`src/rtl/difftest_run_ctrl.sv`:
```
// difftest_run_ctrl
//   Run sequencer for the difftest simulation top. It holds the DUT in reset for a fixed
//   number of cycles and performs a single init handshake with the checker. It then steps
//   the DUT one gated cycle at a time, with a step handshake after each cycle. UART
//   characters go into a small FIFO. The run ends on a good trap, a checker mismatch or the
//   cycle limit, and a sticky finish flag is raised together with a cause code.
// Ports
//   clock, reset           controller clock; synchronous active-low reset
//   cfg_max_cycles         cycle limit (0 = unlimited), sampled every cycle
//   dut_reset, dut_clk_en  DUT reset (active high) and per-cycle clock enable
//   init_req / init_ack    one-shot init handshake with the checker
//   step_req / step_ack    per-cycle step handshake; step_fail qualified by step_ack
//   uart_valid, uart_ch    DUT UART output; bit 7 set marks a good trap
//   uart_out_*             FIFO head with valid/ready
//   cycle_count            DUT cycles executed since reset
//   finish, finish_code    sticky completion; 1 good trap, 2 step fail, 3 max cycles
module difftest_run_ctrl #(
  parameter int unsigned RESET_CYCLES = 50,
  parameter int unsigned FIFO_DEPTH   = 8,
  parameter int unsigned CNT_W        = 64
) (
  input  logic             clock,
  input  logic             reset,
  input  logic [31:0]      cfg_max_cycles,
  output logic             dut_reset,
  output logic             dut_clk_en,
  output logic             init_req,
  input  logic             init_ack,
  output logic             step_req,
  input  logic             step_ack,
  input  logic             step_fail,
  input  logic             uart_valid,
  input  logic [7:0]       uart_ch,
  output logic             uart_out_valid,
  output logic [7:0]       uart_out_ch,
  input  logic             uart_out_ready,
  output logic [CNT_W-1:0] cycle_count,
  output logic             finish,
  output logic [1:0]       finish_code
);

  localparam int unsigned PTR_W  = (FIFO_DEPTH > 1) ? $clog2(FIFO_DEPTH) : 1;
  localparam int unsigned FCNT_W = PTR_W + 1;
  localparam int unsigned HOLD_W = $clog2(RESET_CYCLES + 1);
  localparam int unsigned CMP_W  = (CNT_W > 32) ? CNT_W : 32;

  typedef enum logic [2:0] {
    S_HOLD  = 3'd0,
    S_INIT  = 3'd1,
    S_RUN   = 3'd2,
    S_STEP  = 3'd3,
    S_DRAIN = 3'd4,
    S_DONE  = 3'd5
  } state_t;

  state_t              state;
  logic [HOLD_W-1:0]   hold_cnt;
  logic                trap_flag;
  logic [1:0]          code_r;

  logic [7:0]          mem [FIFO_DEPTH];
  logic [PTR_W-1:0]    wr_ptr;
  logic [PTR_W-1:0]    rd_ptr;
  logic [PTR_W-1:0]    wr_ptr_n;
  logic [PTR_W-1:0]    rd_ptr_n;
  logic [FCNT_W-1:0]   fifo_count;
  logic [FCNT_W-1:0]   fifo_count_n;
  logic [7:0]          head_n;
  logic                push;
  logic                pop;
  logic                trap_now;
  logic                fifo_room;
  logic                limit_hit;

  // FIFO next-state and step decision helpers
  always_comb begin
    push         = dut_clk_en && uart_valid && !uart_ch[7];
    trap_now     = dut_clk_en && uart_valid && uart_ch[7];
    pop          = uart_out_valid && uart_out_ready;
    wr_ptr_n     = push ? wr_ptr + PTR_W'(1) : wr_ptr;
    rd_ptr_n     = pop ? rd_ptr + PTR_W'(1) : rd_ptr;
    fifo_count_n = fifo_count;
    case ({push, pop})
      2'b10:   fifo_count_n = fifo_count + FCNT_W'(1);
      2'b01:   fifo_count_n = fifo_count - FCNT_W'(1);
      default: fifo_count_n = fifo_count;
    endcase
    // A char written this cycle into the slot that becomes the head bypasses the array
    head_n    = (push && (rd_ptr_n == wr_ptr)) ? uart_ch : mem[rd_ptr_n];
    fifo_room = fifo_count < FCNT_W'(FIFO_DEPTH);
    limit_hit = (cfg_max_cycles != 32'd0) &&
                (CMP_W'(cycle_count) >= CMP_W'(cfg_max_cycles));
  end

  // FIFO storage
  always_ff @(posedge clock) begin
    if (push) begin
      mem[wr_ptr] <= uart_ch;
    end
  end

  // Run sequencer, FIFO pointers and all registered outputs
  always_ff @(posedge clock) begin
    if (!reset) begin
      state          <= S_HOLD;
      hold_cnt       <= '0;
      trap_flag      <= 1'b0;
      code_r         <= 2'd0;
      wr_ptr         <= '0;
      rd_ptr         <= '0;
      fifo_count     <= '0;
      dut_reset      <= 1'b1;
      dut_clk_en     <= 1'b0;
      init_req       <= 1'b0;
      step_req       <= 1'b0;
      uart_out_valid <= 1'b0;
      uart_out_ch    <= 8'd0;
      cycle_count    <= '0;
      finish         <= 1'b0;
      finish_code    <= 2'd0;
    end else begin
      wr_ptr         <= wr_ptr_n;
      rd_ptr         <= rd_ptr_n;
      fifo_count     <= fifo_count_n;
      uart_out_valid <= (fifo_count_n != FCNT_W'(0));
      uart_out_ch    <= head_n;
      dut_clk_en     <= 1'b0;
      if (trap_now) begin
        trap_flag <= 1'b1;
      end

      case (state)
        S_HOLD: begin
          if (hold_cnt == HOLD_W'(RESET_CYCLES - 1)) begin
            dut_reset <= 1'b0;
            init_req  <= 1'b1;
            state     <= S_INIT;
          end else begin
            hold_cnt <= hold_cnt + HOLD_W'(1);
          end
        end
        S_INIT: begin
          if (init_ack) begin
            init_req <= 1'b0;
            state    <= S_RUN;
          end
        end
        S_RUN: begin
          // One DUT cycle only when the FIFO can absorb a char from it
          if (fifo_room) begin
            dut_clk_en  <= 1'b1;
            cycle_count <= cycle_count + CNT_W'(1);
            step_req    <= 1'b1;
            state       <= S_STEP;
          end
        end
        S_STEP: begin
          // The trap char may arrive on the same edge as the ack, hence trap_now
          if (step_ack) begin
            step_req <= 1'b0;
            if (step_fail) begin
              code_r <= 2'd2;
              state  <= S_DRAIN;
            end else if (trap_flag || trap_now) begin
              code_r <= 2'd1;
              state  <= S_DRAIN;
            end else if (limit_hit) begin
              code_r <= 2'd3;
              state  <= S_DRAIN;
            end else begin
              state <= S_RUN;
            end
          end
        end
        S_DRAIN: begin
          if (fifo_count == FCNT_W'(0)) begin
            finish      <= 1'b1;
            finish_code <= code_r;
            state       <= S_DONE;
          end
        end
        S_DONE: begin
          state <= S_DONE;
        end
        default: begin
          state <= S_HOLD;
        end
      endcase
    end
  end

endmodule

```
`config.mk`:
```
export PLATFORM = sky130hd
export DESIGN_NAME = difftest_run_ctrl
export DESIGN_NICKNAME = d
export VERILOG_FILES = /design/src/rtl/difftest_run_ctrl.sv
export SDC_FILE = /design/constraint.sdc
export NUM_CORES = 1
export LEC_CHECK = 0
export CAP_MARGIN = 5
export CORE_MARGIN = 1
export CORE_UTILIZATION = 43
export CTS_BUF_LIST = sky130_fd_sc_hd__clkbuf_8
export DETAILED_ROUTE_END_ITERATION = 16
export PLACE_DENSITY = 0.72
export SLEW_MARGIN = 20
export SYNTH_ARGS = -nofsm -noshare
export SYNTH_HDL_FRONTEND = slang
export SYNTH_SLANG_ARGS = --single-unit
```
`constraint.sdc`:
```
create_clock -name clock -period 5.7 [get_ports clock]
set_input_delay 0.57 -clock clock [delete_from_list [all_inputs] [get_ports clock]]
set_output_delay 0.57 -clock clock [all_outputs]
set_load 0.005 [all_outputs]
```
==> run summary, run 1 <==
status - finished clean
remaining global-route overflow - 0
#FFs+latches synth - 166
Hold Slack - 443 ps
Most used DFF post-synth - dfxtp_1
H-tree Lvls - 4
Tot GR Track Use - 19.5%
Remaining DRCs - 0
utilization after layout - 54.0%
Gate Count Post-Synth - 825
FFs w/ async S/R, synth - 0%
RSZ-0062 raised after global routing - false
WL met1 - 9090 µm
DIE HEIGHT - 141 µm
routed wl met3 - 1130 µm
Synth-to-Final Area Change - 22.8%
wire per inst - 15.7 µm
leading area contributor after synthesis - dfxtp_1
worst hold endpoint - dut_reset
min cycle time layout - 2790 ps
Rel. slew slack - 28.7%
post-DP HPWL - 13600 µm
R2R depth - 7
Synth Warn # - 0
Final ANT Viol Nets - 0
postcts setup bufs - 0
clk sinks - 166
Synth cell types - 57
area share of the largest cell type after synthesis - 24.7%
Setup CP Type - input port to flop
core area - 18800 µm²
post-CTS resize count - 0
placed instance area - 9720 µm²
DRT Pass-1 Iters - 4
initial antenna violation count - 1
Max VDD drop - 0.000144 V
R2R setup slack - 3000 ps
hold-critical path depth - 2
CTS tree - yes
Clock Path Buffers - 2
register area share after synthesis - 48.0%
Final Hold Vio Count - 0
WP data arrival - 3150 ps
Reg2Reg Capture Point - uart_out_ch[5]
Die W - 141 µm
number of port buffers - 126
wire length on met2 - 8270 µm
via count - 6339
DR iter-0 viols - 343
Crit path required time - 6060 ps
ratio of cells with drive above 1 in the final layout - 6.05%
count leader, synth - dfxtp_1
pre-CTS setup slack - 2420 ps
Syn Std Cell Area - 8260 µm²
WL final - 18700 µm
Hold Path Class - input port to flop
CP endpoint kind - flop
ANT cells - 0
final instance area - 10100 µm²
largest net degree at the start of global routing - 85
Crit Path Max Fanout - 11
leakage - 3.92 nW
final worst setup slack - 2910 ps
clk slew on worst S/H paths - 110 ps
max cap viols - 0
# IOs - 127
Placer Congestion - 0.849
vias per inst - 5.31
die footprint - 19800 µm²
startpoint types - input port
commonest cells in the netlist - dfxtp_1, nand2_1, and2_1, edfxtp_1, inv_1
Hold Path Origin - reset
largest cells by area after synthesis - dfxtp_1, edfxtp_1, ha_1
top layer in use - met4
row cnt - 50
Post-synth EDFFs - 64
Clock Tree Root - clkbuf_8
cts hold-fix bufs - 0
Tcrit/Tclk final - 48.9%
reg-to-reg startpoint - rd_ptr[0]
TNS Setup - 0 ps
Initial Util - 44.0%
Syn Area/Cell - 10.0 µm²
later-pin clock latency in the skew report - 470 ps
fin nets - 1034
first-pass GRT wire length - 30200 µm
vias in the first global route - 5761
Least-Margin Pin Slew - 1060 ps
skew final - 16.0 ps
Num CTS Buffers - 17
max frequency - 358 MHz
Final Max Tran Viols - 0
endpoints failing setup - 0
power density cells - 215 nW/µm²
net count after synthesis - 913
-- cell usage in the layout, fill, tap and decap left out, types with 24 or more instances in the layout --
cell             netlist  final
o21ai_0               24     24
xnor2_1               43     43
clkdlybuf4s50_1        0    125
nand3_1               41     41
and2_1                64     64
nor2_1                29     29
nand2_1               73     73
ha_1                  40     40
a21oi_1               27     27
edfxtp_1              64     64
mux2i_1               25     25
dfxtp_1              102    102
inv_1                 49     49
nand4_1               35     35
-- logic make-up (layout without fill, tap and decap cells) --
group	Yosys count	in the layout	synth area share (%)
and+or+nand+nor	349	349	24.0
DFF	166	166	48.0
AOI/OAI and AO/OA	99	99	7.38
buffers and inverters	78	212	3.82
xor gates and xnor gates	64	64	6.79
adders and majority gates	41	41	6.30
muxes	28	28	3.71
-- area by class of cell --
type                       instances  area (µm²)
fill                            1707        8620
multi-input combinational        581        3990
sequential                       166        3960
timing repair buffer             131        1290
tap                              234         293
clock buffer                      17         234
inverter                          49         184
clock inverter                    15         181
-- power by group --
part,switching [mW],total [mW],internal (mW)
clock,0.518,0.856,0.338
combinational,0.0423,0.0887,0.0463
sequential,0.00232,1.23,1.23
total,0.563,2.18,1.62
-- worst max-delay path: stages --
cell and delay, ps:
clkdlybuf4s50_1 580, nand3b_1 340, ha_1 290, ha_1 280
a21o_1 150, a21oi_1 160, xnor2_1 130, nor2_1 60
xor2_1 150, a2111o_1 410
-- worst max path at each step --
stage,slack [ps],endpoint,from,cells after the start
after global placement,2480,uart_out_valid,uart_ch[7],10
final,2910,uart_out_valid,uart_ch[7],10
after detailed placement,2420,uart_out_valid,uart_ch[7],10
after CTS,2930,uart_out_valid,uart_ch[7],10
after floorplan,3240,uart_out_valid,uart_ch[7],9
after global routing,2690,uart_out_valid,uart_ch[7],10
-- sequential cells by signal (all words and copies together) (netlist names) --
name	cells
step_req	1
dut_reset	1
cycle_count	64
fifo_count	4
hold_cnt	6
state	3
init_req	1
mem	64
trap_flag	1
uart_out_valid	1
rd_ptr	3
code_r	2
uart_out_ch	8
dut_clk_en	1
wr_ptr	3
finish	1
finish_code	2
-- through the flow --
step | cells | total power, mW
global placement | 1161 | 1.35
floorplan | 825 | 1.30
detailed placement | 1161 | 1.35
CTS | 1193 | 2.20
finish | 1193 | 2.18
global route | 1193 | 2.26
-- routing by layer --
| metal | global-route usage, % | vias up |
|---|---|---|
| met4 | 5.72 | 0 |
| met3 | 4.69 | 18 |
| li1 | - | 3186 |
| met2 | 29.2 | 148 |
| met1 | 27.9 | 2987 |
| met5 | 0 | - |
(Power assumes the default switching activity.)
==> run 2, diff against run 1 <==
Settings changed: PLACE_DENSITY 0.72 to 0.75.
Clock period 5.7 ns to 2.4 ns, I/O delays scaled along.
==> run summary, run 2 (synthesis results as in run 1) <==
utilization after layout - 56.9%
skew final - 18.1 ps
# IOs - 127
ratio of cells with drive above 1 in the final layout - 12.7%
final instance area - 10700 µm²
CTS tree - yes
Clock Tree Root - clkbuf_8
max frequency - 440 MHz
die footprint - 19800 µm²
status - finished clean
Hold Slack - 249 ps
Remaining DRCs - 0
cts hold-fix bufs - 0
row cnt - 50
wire per inst - 15.9 µm
hold-critical path depth - 3
CP endpoint kind - flop
WP data arrival - 2640 ps
vias in the first global route - 6342
Reg2Reg Capture Point - code_r[0]
commonest non-fill, non-tap cell in the layout - clkdlybuf4s50_1
Hold Path Class - input port to flop
largest net degree at the start of global routing - 59
post-DP HPWL - 14900 µm
Crit Path Max Fanout - 5
number of port buffers - 126
Pint - 3.81 mW
remaining global-route overflow - 0
Setup CP Type - flop to flop
most frequent cells in the layout - clkdlybuf4s50_1, dfxtp_1, buf_4
Tcrit/Tclk final - 94.8%
R2R setup slack - 120 ps
fin nets - 1107
Power Total - 5.07 mW
final worst setup slack - 125 ps
Initial Util - 44.0%
TNS Setup - 0 ps
Clk network pwr share - 37.7%
pre-CTS setup slack - -265 ps
Max VDD drop - 0.000331 V
DRT Pass-1 Iters - 5
clk sinks - 166
clk slew on worst S/H paths - 100 ps
WL final - 20100 µm
sw power - 1.26 mW
Post-Layout Cell Count - 1266
initial antenna violation count - 0
Least-Margin Pin Slew - 486 ps
min cycle time layout - 2280 ps
endpoints failing setup - 0
Final Hold Vio Count - 0
Final ANT Viol Nets - 0
RSZ-0062 raised after global routing - false
Tot GR Track Use - 20.8%
worst hold endpoint - uart_out_ch[7]
switching share of power - 24.9%
Placer Congestion - 0.873
max cap viols - 0
startpoint types - flop
DIE HEIGHT - 141 µm
Crit path required time - 2760 ps
Final Max Tran Viols - 0
Num CTS Buffers - 17
Hold Path Origin - reset
Rel. slew slack - 67.3%
reg-to-reg startpoint - cycle_count[45]
via count - 6719
H-tree Lvls - 4
placed instance area - 10300 µm²
ANT cells - 0
vias per inst - 5.31
Flop pwr share - 57.8%
top flop regs - cycle_count x64, mem x64, uart_out_ch x8
core area - 18800 µm²
Clock Path Buffers - 2
R2R depth - 7
Comb power frac - 4.5%
DR iter-0 viols - 415
power density cells - 475 nW/µm²
later-pin clock latency in the skew report - 460 ps
Synth-to-Final Area Change - 29.3%
placed insts - 1231
leakage - 4.29 nW
first-pass GRT wire length - 32300 µm
Die W - 141 µm
==> run 2: routing by layer <==
metal / track usage (%) / part of all wire [%] / vias up / wire (µm)
li1: - / - / 3340 / -
met1: 28.6 / 47 / 3161 / 9490
met2: 33.0 / 46 / 203 / 9200
met3: 4.72 / 6.0 / 15 / 1210
met4: 5.66 / 1.1 / 0 / 217
met5: 0 / 0 / - / 0
==> run 2: power by group through the flow <==
stage	Combinational, mW	Clock, mW	Sequential, mW
6_report	0.226	1.91	2.93
5_1_grt	0.250	2.07	2.93
4_1_cts	0.226	1.95	2.93
3_5_place_dp	0.225	0	3.00
3_3_place_gp	0.220	0	3.00
2_1_floorplan	0.0801	0	3.00
==> run 2: how the worst max path moves through the flow <==
stage / start / slack (ps) / cells past startpoint / to
after global placement: uart_ch[7] / -260 / 10 / uart_out_valid
after detailed placement: uart_ch[7] / -270 / 10 / uart_out_valid
after floorplan: dut_clk_en / 210 / 9 / uart_out_valid
after CTS: state[0] / 50 / 6 / cycle_count[46]
after global routing: cycle_count[45] / 10 / 7 / code_r[0]
final: cycle_count[45] / 120 / 7 / code_r[0]
==> run 2: cell type report <==
class                   instances  area, µm²
clock inverters                15        139
flip-flops and latches        166       3960
inverters                      49        184
well taps                     234        293
clock buffers                  17        234
repair buffers                204       1870
multi-input cells             581       4000
fillers                      1617       8090
==> run 2: critical path, cell delays in order (launching register included) <==
cell,delay (ps)
dfxtp_1,360
nor4_1,410
nand4_1,160
or4_1,510
nor4_1,250
a41o_1,290
buf_4,130
a21oi_1,50
==> run 2: what timing repair did <==
action,4_1_cts,5_1_grt
resized for setup,0,3
endpoints found under the setup margin,0,15
setup buffers,0,3
==> run 3, diff against run 2 <==
Settings changed: PLACE_DENSITY 0.75 to 0.72.
Clock period 2.4 ns to 2.54 ns, I/O delays scaled along.
==> run summary, run 3 (synthesis results as in run 1) <==
skew final - 9.69 ps
DRT Pass-1 Iters - 5
Synth-to-Final Area Change - 27.2%
post-DP HPWL - 14200 µm
Remaining DRCs - 0
Tot GR Track Use - 20.3%
Setup CP Type - flop to flop
Tcrit/Tclk final - 91.7%
Sequential Area - 3960 µm²
DIE HEIGHT - 141 µm
Crit path required time - 2900 ps
CTS tree - yes
R2R setup slack - 210 ps
Least-Margin Pin Slew - 882 ps
CP max stage delay - 540 ps
Final Hold Vio Count - 0
reg-to-reg startpoint - state[2]
via count - 6554
vias in the first global route - 6220
utilization after layout - 56.0%
clk slew on worst S/H paths - 100 ps
Clock Tree Root - clkbuf_8
Final Max Tran Viols - 0
Clock Path Buffers - 2
Reg2Reg Capture Point - cycle_count[61]
worst-path cell chain - nor4b_4 > nand2_1 > or3_1 > nor2_2 > nand4_1 > mux2i_1
placed instance area - 10100 µm²
min cycle time layout - 2330 ps
commonest non-fill, non-tap cell in the layout - clkdlybuf4s50_1
endpoints failing setup - 0
largest net degree at the start of global routing - 55
crit path from - state[2]
area of the multi-input gates - 4000 µm²
later-pin clock latency in the skew report - 470 ps
RSZ-0062 raised after global routing - false
Layout fillers - 1695
Max VDD drop - 0.000334 V
cts hold-fix bufs - 0
WP data arrival - 2690 ps
first-pass GRT wire length - 31400 µm
Placer Congestion - 0.861
ratio of cells with drive above 1 in the final layout - 10.2%
startpoint types - flop
wire per inst - 15.9 µm
Final ANT Viol Nets - 0
Hold Path Class - input port to flop
number of port buffers - 126
Hold Slack - 343 ps
CP endpoint - cycle_count[61]
status - finished clean
H-tree Lvls - 4
fin nets - 1079
final instance area - 10500 µm²
Crit Path Max Fanout - 11
core area - 18800 µm²
most frequent cells in the layout - clkdlybuf4s50_1, dfxtp_1, nand2_1
die footprint - 19800 µm²
remaining global-route overflow - 0
row cnt - 50
DR iter-0 viols - 368
Die W - 141 µm
Rel. slew slack - 41.2%
Num CTS Buffers - 17
max cap viols - 0
vias per inst - 5.29
clk sinks - 166
max frequency - 429 MHz
initial antenna violation count - 1
leakage - 4.18 nW
# IOs - 127
WL final - 19700 µm
power density cells - 469 nW/µm²
slowest CP cell - or3_1
CP endpoint kind - flop
R2R depth - 6
top flop regs - cycle_count x64, mem x64, uart_out_ch x8
Initial Util - 44.0%
ANT cells - 0
==> run 3: changes by cell type in the layout (fill, tap and decap cells not counted) <==
cell | previous run | this run
and4_1 | 10 | 11
clkinvlp_4 | 4 | 1
and4_2 | 1 | 0
bufinv_16 | 0 | 1
nor4_2 | 3 | 2
nor4_1 | 21 | 22
clkinv_8 | 1 | 3
inv_1 | 50 | 49
buf_4 | 76 | 48
clkinv_2 | 0 | 1
==> run 3: report_power, final <==
part / switching (mW) / internal [mW] / total (mW)
Sequential: 0.00531 / 2.77 / 2.77
Combinational: 0.0975 / 0.110 / 0.207
Clock: 1.11 / 0.835 / 1.95
==> run 3: area by class of cell <==
cell class | instances | share of cell area, %
Tap cell | 234 | 2.79
Sequential cell | 166 | 37.7
Clock buffer | 17 | 2.23
Multi-Input combinational cell | 581 | 38.0
Inverter | 49 | 1.75
Timing Repair Buffer | 176 | 15.8
Clock inverter | 15 | 1.71
==> run 3: worst min-delay path by stage <==
stage / to / cells after the start / from / slack (ps)
final: dut_reset / 2 / reset / 340
after global routing: dut_reset / 2 / reset / 370
after global placement: dut_reset / 2 / dut_reset / 450
after CTS: dut_reset / 2 / reset / 330
after detailed placement: dut_reset / 2 / dut_reset / 450
after floorplan: mem[0][0] / 0 / uart_ch[0] / 350
==> run 3: layer usage <==
layer	global-route usage, %	vias to the layer above	wire (µm)
li1	-	3296	-
met1	27.9	3079	9540
met2	32.1	155	8920
met3	3.94	24	921
met4	6.98	0	304
met5	0	-	0
==> run 3: through the flow <==
step           instances  setup slack (ps)  total power, mW  setup TNS, ps
4_1_cts             1237              88.4             4.98              0
5_1_grt             1238              30.6             5.10              0
6_report            1238               210             4.93              0
3_3_place_gp        1205              -128             3.03           -174
3_5_place_dp        1205              -130             3.04           -344
2_1_floorplan        825               349             2.91              0
==> run 3: timing repair <==
| item | CTS | global route |
|---|---|---|
| resized for setup | 0 | 1 |
| setup endpoints to repair | 0 | 12 |
| endpoints found under the hold margin | 0 | 0 |
| buffers inserted | 0 | 1 |
==> run 3: critical path: cells and delay by family, from the launching register on <==
kind / cells / cell delay, ps
AND/OR/NAND/NOR: 5 / 1630
multiplexers: 1 / 140
flip-flops: 1 / 440
